==> config.mk <==
export PLATFORM = sky130hd
export DESIGN_NAME = codec_spi_target
export DESIGN_NICKNAME = d
export VERILOG_FILES = /design/src/rtl/codec_spi_target.sv
export SDC_FILE = /design/constraint.sdc
export NUM_CORES = 1
export LEC_CHECK = 0
export BUFFER_PORTS_ARGS = -buffer_cell sky130_fd_sc_hd__buf_2
export CAP_MARGIN = 20
export CORE_MARGIN = 1.5
export CORE_UTILIZATION = 60
export DETAILED_ROUTE_END_ITERATION = 6
export GPL_ROUTABILITY_DRIVEN = 0
export PLACE_DENSITY = 0.78
export RECOVER_POWER = 50
export SYNTH_ARGS = -nofsm -noshare
export SYNTH_HDL_FRONTEND = slang
export SYNTH_SLANG_ARGS = --single-unit
==> constraint.sdc <==
create_clock -name clk -period 3.3 [get_ports clk]
set_input_delay 0.495 -clock clk [delete_from_list [all_inputs] [get_ports clk]]
set_output_delay 0.495 -clock clk [all_outputs]
set_load 0.02 [all_outputs]
==> src/rtl/codec_spi_target.sv <==
// SPI control-word target: 7-bit address + 9-bit data words, MSB first, committed on cs rising edge.
// Writes a small register file with registered readback; flags mis-sized frames and counts good ones.
module codec_spi_target #(
  parameter int WORDBITS = 16,
  parameter int NREGS    = 16
) (
  input  logic       clk,
  input  logic       rst,
  input  logic       spi_sck,
  input  logic       spi_mosi,
  input  logic       cs,
  output logic       wr_stb,
  output logic [6:0] wr_addr,
  output logic [8:0] wr_data,
  input  logic [3:0] rd_addr,
  output logic [8:0] rd_data,
  output logic       err_stb,
  output logic       soft_rst,
  output logic       active,
  output logic [7:0] frame_cnt
);

  localparam int            CW       = $clog2(WORDBITS + 2);
  localparam int            AW       = $clog2(NREGS);
  localparam logic [CW-1:0] CNT_MAX  = CW'(WORDBITS + 1);
  localparam logic [CW-1:0] CNT_OK   = CW'(WORDBITS);
  localparam logic [6:0]    RST_ADDR = 7'd15;

  typedef enum logic [1:0] {IDLE, SHIFT, COMMIT} state_t;

  state_t                state, state_nxt;
  logic [2:0]            sck_q, mosi_q, cs_q;
  logic [CW-1:0]         bit_cnt;
  logic [WORDBITS-1:0]   shift_q;
  logic [8:0]            regs [NREGS];
  logic                  sck_rise, cs_rise;
  logic                  cnt_clr, shift_en, commit_ok, commit_err;
  logic [6:0]            new_addr;
  logic [8:0]            new_data;

  assign sck_rise = sck_q[1] & ~sck_q[2];
  assign cs_rise  = cs_q[1] & ~cs_q[2];
  assign new_addr = shift_q[WORDBITS-1 -: 7];
  assign new_data = shift_q[8:0];
  assign active   = regs[9][0];

  // Two flops resynchronise, the third holds the previous value for edge detection.
  always_ff @(posedge clk or negedge rst) begin
    if (!rst) begin
      sck_q  <= 3'b000;
      mosi_q <= 3'b000;
      cs_q   <= 3'b111;
    end else begin
      sck_q  <= {sck_q[1:0], spi_sck};
      mosi_q <= {mosi_q[1:0], spi_mosi};
      cs_q   <= {cs_q[1:0], cs};
    end
  end

  always_ff @(posedge clk or negedge rst) begin
    if (!rst) state <= IDLE;
    else      state <= state_nxt;
  end

  always_comb begin
    state_nxt  = state;
    cnt_clr    = 1'b0;
    shift_en   = 1'b0;
    commit_ok  = 1'b0;
    commit_err = 1'b0;
    case (state)
      IDLE: begin
        // Level check so a cs low arriving during COMMIT is still picked up here.
        if (!cs_q[1]) begin
          state_nxt = SHIFT;
          cnt_clr   = 1'b1;
        end
      end
      SHIFT: begin
        shift_en = sck_rise;
        if (cs_rise) state_nxt = COMMIT;
      end
      COMMIT: begin
        state_nxt  = IDLE;
        commit_ok  = (bit_cnt == CNT_OK);
        commit_err = (bit_cnt != CNT_OK);
      end
      default: state_nxt = IDLE;
    endcase
  end

  always_ff @(posedge clk or negedge rst) begin
    if (!rst) begin
      bit_cnt <= '0;
      shift_q <= '0;
    end else if (cnt_clr) begin
      bit_cnt <= '0;
    end else if (shift_en) begin
      shift_q <= {shift_q[WORDBITS-2:0], mosi_q[2]};
      if (bit_cnt != CNT_MAX) bit_cnt <= bit_cnt + CW'(1);
    end
  end

  always_ff @(posedge clk or negedge rst) begin
    if (!rst) begin
      wr_stb    <= 1'b0;
      err_stb   <= 1'b0;
      soft_rst  <= 1'b0;
      wr_addr   <= '0;
      wr_data   <= '0;
      frame_cnt <= '0;
    end else begin
      wr_stb   <= commit_ok;
      err_stb  <= commit_err;
      soft_rst <= commit_ok && (new_addr == RST_ADDR);
      if (commit_ok) begin
        wr_addr <= new_addr;
        wr_data <= new_data;
        if (frame_cnt != 8'hFF) frame_cnt <= frame_cnt + 8'd1;
      end
    end
  end

  // Address 15 is never stored, so it reads back as 0; out-of-range addresses are dropped.
  always_ff @(posedge clk or negedge rst) begin
    if (!rst) begin
      for (int i = 0; i < NREGS; i++) regs[i] <= '0;
    end else if (commit_ok) begin
      if (new_addr == RST_ADDR) begin
        for (int i = 0; i < NREGS; i++) regs[i] <= '0;
      end else if (new_addr < RST_ADDR && {1'b0, new_addr} < 8'(NREGS)) begin
        regs[new_addr[AW-1:0]] <= new_data;
      end
    end
  end

  always_ff @(posedge clk or negedge rst) begin
    if (!rst) begin
      rd_data <= '0;
    end else if (rd_addr != 4'd15 && {1'b0, rd_addr} < 5'(NREGS)) begin
      rd_data <= regs[rd_addr[AW-1:0]];
    end else begin
      rd_data <= '0;
    end
  end

endmodule

* After elaboration in Yosys (flattened, before gate mapping)
Index checks and enable logic that the tools add are counted.
** Cells by class
- Shift operators :: 0
- Add/sub/neg operators :: 2
- Reduce and logical (&&, ||, !) cells :: 12
- Equal/unequal tests :: 10
- Magnitude comparators :: 5
- Bitwise logic cells :: 7
- Multiply operators :: 0
- Multiplexer cells :: 20
- Div/mod/pow operators :: 0
** Operator list (number)
- 2-to-1 mux 144 bit :: 2
- bitwise mux 144 bit :: 1
- binary-select mux 9 bit (select 4 bit) :: 1
- demux 9 bit (select 4 bit) :: 1
- 2-to-1 mux 9 bit :: 4
- 2-to-1 mux 5 bit :: 3
- >= comparator 5 bit, second input constant :: 2
- inequality test 5 bit, second input constant :: 2
- NOT 4 -> 5 bit :: 2
- AND reduction 2 bit :: 5
- adder 8 x 1 -> 8 bit, second input constant :: 1
- inequality test 8 bit, second input constant :: 1
- equality test 7 x 4 -> 1 bit, second input constant :: 1
- < comparator 7 x 4 -> 1 bit, second input constant :: 1
- < comparator 7 x 5 -> 1 bit, second input constant :: 1
- nonzero test 2 bit :: 3
- adder 5 x 1 -> 5 bit, second input constant :: 1
- equality test 5 bit, second input constant :: 1
- < comparator 5 x 1 -> 1 bit, second input constant :: 1
- 2-to-1 mux 1 bit :: 5
- 2-to-1 mux 2 bit :: 2
- inequality test 2 bit, second input constant :: 2
- inequality test 4 bit, second input constant :: 1
- one-hot mux 2 bit (2 select lines) :: 1
- other kinds (6) :: 11
** Storage, ports and cells
- ROM bits :: 0
- Memories :: 0
- Memory bits (writable) :: 0
- Register bits :: 212
- Bits in latches :: 0
- Input port bits :: 9
- Logic and storage cells :: 85
- Output and inout port bits :: 37

* Logic depth before layout (Yosys ltp)
Gate-level depths: netlist of run 1.
- Depth after elaboration :: 8
- Mapped depth :: 10

* Worst setup path before layout of run 1
No wires, ideal clock.
- Kind :: reg-to-reg
- Start :: register bit_cnt[0]
- End :: register regs[36] (netlist bit)
- Arrival time :: 1817 ps
- Path buffers :: 3
- Clock period less this slack :: 1942 ps
- Slack :: 1358 ps
- Cell stages (with the launch flop) :: 10
- Library setup time :: 125 ps
- Cell sequence :: dfrtp_1 inv_1 ha_1 and4bb_1 buf_4 and3_1 buf_6 and4_4 buf_6 mux2_4
** Between the ends
- Longest elaborated chain between the ends :: 3
** Ends and longest elaborated chain
- from (decl) :: line 33 : logic [CW-1:0] bit_cnt;
- from (signal assigned) :: line 100 : if (bit_cnt != CNT_MAX) bit_cnt <= bit_cnt + CW'(1);
- equality test 5 bit :: line 85 : commit_ok = (bit_cnt == CNT_OK);
- 2-to-1 mux 1 bit :: line 71 : case (state)
- AND reduction 2 bit (no source line)
- to (signal, indexed assignment) :: line 132 : regs[new_addr[AW-1:0]] <= new_data;
- to (decl) :: line 35 : logic [8:0] regs [NREGS];
Every way passes these cells.
A chain may end at the register's enable or synchronous reset.

* Worst setup path in the final report of run 1
- Start :: register bit_cnt[0]
- End :: register regs[70] (netlist bit)
The elaborated chain is that of the path after synthesis.

==> results of run 1 <==
==> worst register-to-register path: stages, from the launching register on <==
cell      delay, ps
dfrtp_1         440
inv_1            80
ha_1            130
and4bb_1        290
and3_2          530
nand3_1         560
o21ai_0         370
==> power groups by stage <==
stage          clock network [mW]  logic, mW  registers [mW]
6_report                     2.21      0.530            2.84
5_1_grt                      2.33      0.574            2.84
4_1_cts                      2.23      0.535            2.82
3_5_place_dp                    0      0.531            2.87
3_3_place_gp                    0      0.503            2.87
2_1_floorplan                   0      0.443            2.65
==> worst max path at each step <==
stage                                 endpoint
after floorplan           regs[36]$_DFFE_PN0P_
after global placement    regs[20]$_DFFE_PN0P_
after detailed placement  regs[69]$_DFFE_PN0P_
after CTS                 regs[24]$_DFFE_PN0P_
after global routing      regs[69]$_DFFE_PN0P_
final                     regs[70]$_DFFE_PN0P_
==> cell families after synthesis <==
group / count (synthesis) / share of synthesized area
buffers and inverters: 65 / 0.0361
XOR/XNOR: 14 / 0.0134
AND/OR/NAND/NOR: 140 / 0.105
AO/OA/AOI/OAI: 159 / 0.143
flip-flops: 203 / 0.555
adder cells (fa/ha/maj): 4 / 0.00547
multiplexers: 98 / 0.142
==> synthesized netlist by cell type (6+ instances only) <==
master	number	area, µm²
mux2i_1	29	290
nand3_1	6	30.0
nor2b_1	27	169
and3_1	7	43.8
nand3_4	7	123
inv_1	12	45.0
clkbuf_1	20	75.1
dfrtp_1	200	5000
mux2_4	9	135
o211ai_1	10	75.1
a22o_1	53	464
nand2_1	36	135
nand4_1	15	93.8
xnor2_1	8	70.1
o21ai_0	21	105
xor2_1	6	52.6
a31o_2	8	70.1
o2bb2ai_1	54	473
nor2_1	12	45.0
buf_2	22	110
a22oi_1	8	60.1
mux2_2	42	473
mux4_2	18	405
==> state kept, by name, summed over array words and instances, names as in the netlist, 2 cells and up <==
name       cells
regs         134
shift_q       16
rd_data        9
wr_data        9
frame_cnt      8
wr_addr        7
bit_cnt        5
cs_q           3
mosi_q         3
sck_q          3
state          2
==> per-stage QoR <==
step | hold slack [ps] | worst slack (ps) | power, mW | util
3_5_place_dp | 336 | 849 | 3.40 | 0.647
3_3_place_gp | 334 | 942 | 3.37 | 0.647
4_1_cts | 92.3 | 866 | 5.59 | 0.690
2_1_floorplan | 199 | 1360 | 3.09 | -
5_1_grt | 91.8 | 627 | 5.74 | 0.688
6_report | 105 | 790 | 5.58 | 0.688
==> routing by layer <==
layer / wire (µm) / up-vias / GRT usage / share of wire
li1: - / 2625 / - / -
met1: 9540 / 3196 / 0.414 / 0.42
met2: 10600 / 302 / 0.462 / 0.47
met3: 1720 / 58 / 0.0633 / 0.076
met4: 839 / 0 / 0.108 / 0.037
met5: 0 / - / 0 / 0
==> area by class of cell <==
cell class | count | area, µm² | share of cell area
Clock inverter | 5 | 25.0 | 0.00247
Sequential cell | 203 | 5080 | 0.503
Tap cell | 184 | 230 | 0.0228
Timing Repair Buffer | 62 | 370 | 0.0366
Clock buffer | 32 | 617 | 0.0610
Multi-Input combinational cell | 415 | 3740 | 0.370
Inverter | 12 | 45.0 | 0.00445
==> flow_metrics.tcl, run 1 <==
set metrics [dict create \
    power_switching_mw 1.56 \
    cts_resized 0 \
    final_area_um2 10100 \
    clkSinkCount 203 \
    cap_violations 0 \
    ctsHtreeMaxLevel 1 \
    dpl.hpwl_um 14800 \
    crit_family "simple AND/OR/NAND/NOR gates" \
    post_cts_buffers 0 \
    drt-total-wl_um 22700 \
    slew-limit-headroom 0.277 \
    tightest_slew_ps 1080 \
    fillers 1013 \
    initial_utilization 0.623 \
    dpl_cell_area_um2 9500 \
    max_freq_mhz 398 \
    root_buffer "clkbuf_16" \
    setup_viol 0 \
    numPlacedInstances 876 \
    synthArstFlopShare 1.00 \
    cp_max_fo 13 \
    rows 44 \
    cp.required_ps 3680 \
    ys_ff_latch 203 \
    clock_path_buffers 3 \
    drc 0 \
    grt_max_degree 110 \
    slowest_stage "nand3_1" \
    finalHoldViolCount 0 \
    layout.nets 728 \
    crit_start "bit_cnt[0]$_DFFE_PN0P_" \
    cts_tree "done" \
    seqPwrFrac 0.509 \
    worstRegToRegCells 6 \
    tns_ps 0 \
    holdPathStages 1 \
    min_to "cs_q[0]$_DFF_PN1_" \
    clockPowerShare 0.396 \
    min_period_ps 2510 \
    die_w_um 127 \
    drt-initial-drc-count 649 \
    synth.avg_cell_area_um2 13.4 \
    diodes 0 \
    synth_nets 696 \
    status "finished clean" \
    cts_hold_repair.buffers 0 \
    vias_per_cell 6.77 \
    grt_util_all_layers 0.295 \
    antenna_found_initial 0 \
    reg2reg_slack_ps 790 \
    syn_inst 683 \
    grt_first_pass_wirelength_um 36400 \
    first_global_vias 6437 \
    synthDistinctLibCells 48 \
    cts.clk_slew.worst_paths_ps 60 \
    comb_power_share 0.095 \
    p_int_mw 4.02 \
    swShare 0.279 \
    min-delay-start "cs" \
    ir_drop_mv 0.613 \
    synth_area_um2 9160 \
    finClkSkew_ps 13.6 \
    synthFlopType "dfrtp_1" \
    layout.cells.non_filler 913 \
    endpoint_kind "flop" \
    final_common_cell "dfrtp_1" \
    pwr_density_cell_nw_per_um2 551 \
    coreArea_um2 14700 \
    cts_buffers 21 \
    antenna_left 0 \
    hold_class "input port to flop" \
    synth_edf_count 0 \
    yosys_warnings 0 \
    insertion_delay_ps 490 \
    rsz0062_at_grt "false" \
    critical_path_depth 6 \
    drive_gt1_frac 0.257 \
    ys_seq_area_frac 0.555 \
    vias 6181 \
    dr.pass1.iters 5 \
    grt-ovfl-total 0 \
    die_h_um 127 \
    cp.arrival_ps 2890 \
    worstSetupPathType "flop to flop" \
    leakage_nw 4.77 \
    path_buf_inv 1 \
    io_pins 46 \
    die_area_um2 16000 \
    wire_per_inst_um 24.8 \
    cpPeakStageDelay_ps 560 \
    drv_slew 0 \
    rr_endpoint "regs[70]$_DFFE_PN0P_" \
    cp-start-kind "flop" \
    layout_common_cells "dfrtp_1 (200), o2bb2ai_1 (54), a22o_1 (53)" \
    syn2layout_area_growth_pct 10.5 \
    r2r_start "bit_cnt[0]$_DFFE_PN0P_" \
    crit_chain "inv_1, ha_1, and4bb_1, and3_2, nand3_1, o21ai_0" \
    fin_crit_sh 0.761 \
    io_buffers 45 \
]
No activity file was read; power rests on OpenSTA's default activity.
==> run 2, diff against run 1 <==
==> constraint.sdc (replaced) <==
create_clock -name clk -period 2.5 [get_ports clk]
set_input_delay 0.375 -clock clk [delete_from_list [all_inputs] [get_ports clk]]
set_output_delay 0.375 -clock clk [all_outputs]
set_load 0.02 [all_outputs]
==> run 2 against run 1 <==
  * The run now ends with capacitance limit, slew limit left
  * Non-clock buffer count grew 12
  * Power grew 39%
  * Sequential share of layout area shrank 0.81 points
  * Core utilization grew 1.1 points
  * Critical path type unchanged
  * Hold slack gained 240 ps
  * Largest cell class unchanged
  * Critical endpoint is now regs[101]$_DFFE_PN0P_
  * Routed wire length grew 3.9%
  * Clock power grew 46%
==> flow_metrics.tcl, run 2 (same netlist as run 1, synthesis figures left out) <==
set metrics [dict create \
    syn2layout_area_growth_pct 12.3 \
    cp.required_ps 2940 \
    grt_util_all_layers 0.304 \
    insertion_delay_ps 510 \
    wire_per_inst_um 25.5 \
    dpl.hpwl_um 15600 \
    tns_ps 0 \
    cts_hold_repair.buffers 4 \
    swShare 0.279 \
    drive_gt1_frac 0.244 \
    diodes 0 \
    largest_register_ffs 134 \
    top_register "regs" \
    rsz0062_at_grt "false" \
    cp-start-kind "flop" \
    worstRegToRegCells 7 \
    seqPwrFrac 0.486 \
    comb_power_share 0.096 \
    finalPower_mw 7.73 \
    io_pins 46 \
    whs_ps 345 \
    initial_utilization 0.623 \
    ctsHtreeMaxLevel 1 \
    grt_first_pass_wirelength_um 37300 \
    tightest_slew_ps 1740 \
    power_switching_mw 2.15 \
    drv_slew 77 \
    layout_common_cells "dfrtp_1 (200), o2bb2ai_1 (54), a22o_1 (53)" \
    cp_max_fo 12 \
    clockPowerShare 0.418 \
    antenna_left 0 \
    grt-ovfl-total 0 \
    cts_resized 0 \
    cts_buffers 22 \
    coreArea_um2 14700 \
    cts.clk_slew.worst_paths_ps 60 \
    status "finished with violations" \
    dr.pass1.iters 5 \
    finalHoldViolCount 0 \
    slew-limit-headroom -0.159 \
    clkSinkCount 203 \
    leakage_nw 4.78 \
    post_cts_buffers 0 \
    dp_worst_setup_slack_ps 256 \
    cp.arrival_ps 2730 \
    antenna_found_initial 0 \
    cts_tree "done" \
    top_regs "regs: 134 flops, shift_q: 16 flops" \
    grt_max_degree 77 \
    first_global_vias 6585 \
    cap_violations 1 \
    drt-total-wl_um 23600 \
    clock_path_buffers 3 \
    max_freq_mhz 437 \
    violations "capacitance limit, slew limit" \
    holdPathStages 0 \
    drt-initial-drc-count 595 \
    min_period_ps 2290 \
    io_buffers 45 \
    setup_viol 0 \
    final_common_cell "dfrtp_1" \
    die_area_um2 16000 \
    root_buffer "clkbuf_16" \
    die_w_um 127 \
    vias_per_cell 6.82 \
    hold_class "flop to flop" \
    finClkSkew_ps 9.04 \
    endpoint_kind "flop" \
    vias 6310 \
    die_h_um 127 \
    worstSetupPathType "flop to flop" \
    pwr_density_cell_nw_per_um2 752 \
    fin_crit_sh 0.914 \
    drc 0 \
    final.setup.worst_slack_ps 214 \
    rows 44 \
    ir_drop_mv 0.723 \
    layout.nets 741 \
    p_int_mw 5.57 \
]
run 2: through the flow:
step / util / std cells / cell area (µm²)
final: 0.699 / 925 / 10300
after global routing: 0.699 / 925 / 10300
after detailed placement: 0.652 / 884 / 9580
after floorplan: - / 683 / 9160
after global placement: 0.652 / 884 / 9580
after CTS: 0.703 / 925 / 10300
run 2: cell type report:
cell class                      count  area (µm²)
Fill cell                         984        4420
Clock buffer                       30         621
Sequential cell                   203        5080
Multi-Input combinational cell    415        3760
Tap cell                          184         230
Inverter                           12        45.0
Clock inverter                      7         101
Timing Repair Buffer               74         440
run 2: power by group through the flow:
stage / registers (mW) / clock network, mW / logic (mW)
final: 3.75 / 3.23 / 0.745
after global routing: 3.76 / 3.39 / 0.795
after CTS: 3.74 / 3.25 / 0.750
after detailed placement: 3.80 / 0 / 0.740
after global placement: 3.79 / 0 / 0.699
after floorplan: 3.50 / 0 / 0.584
run 2: critical path, stage by stage, from the launching register on:
cell      delay (ps)
dfrtp_1          440
inv_1            100
ha_1             140
and4bb_1         260
and3_2           350
buf_4            290
and3_1           420
a22o_1           210
run 2: worst paths after layout:
path	start	slack, ps	endpoint
setup / recovery	bit_cnt[0]$_DFFE_PN0P_	210	regs[101]$_DFFE_PN0P_
max in group asynchronous	rst	380	cs_q[0]$_DFF_PN1_
min in group asynchronous	rst	860	active$_DFFE_PN0P_
setup reg to reg	bit_cnt[0]$_DFFE_PN0P_	210	regs[101]$_DFFE_PN0P_
hold reg to reg	sck_q[0]$_DFF_PN0_	350	sck_q[1]$_DFF_PN0_
hold / removal	sck_q[0]$_DFF_PN0_	350	sck_q[1]$_DFF_PN0_
run 2: per-layer routing:
| layer | GRT usage | part of all wire | vias up |
|---|---|---|---|
| li1 | - | - | 2652 |
| met1 | 0.406 | 0.40 | 3234 |
| met2 | 0.473 | 0.46 | 338 |
| met3 | 0.0569 | 0.079 | 86 |
| met4 | 0.174 | 0.066 | 0 |
| met5 | 0 | 0 | - |
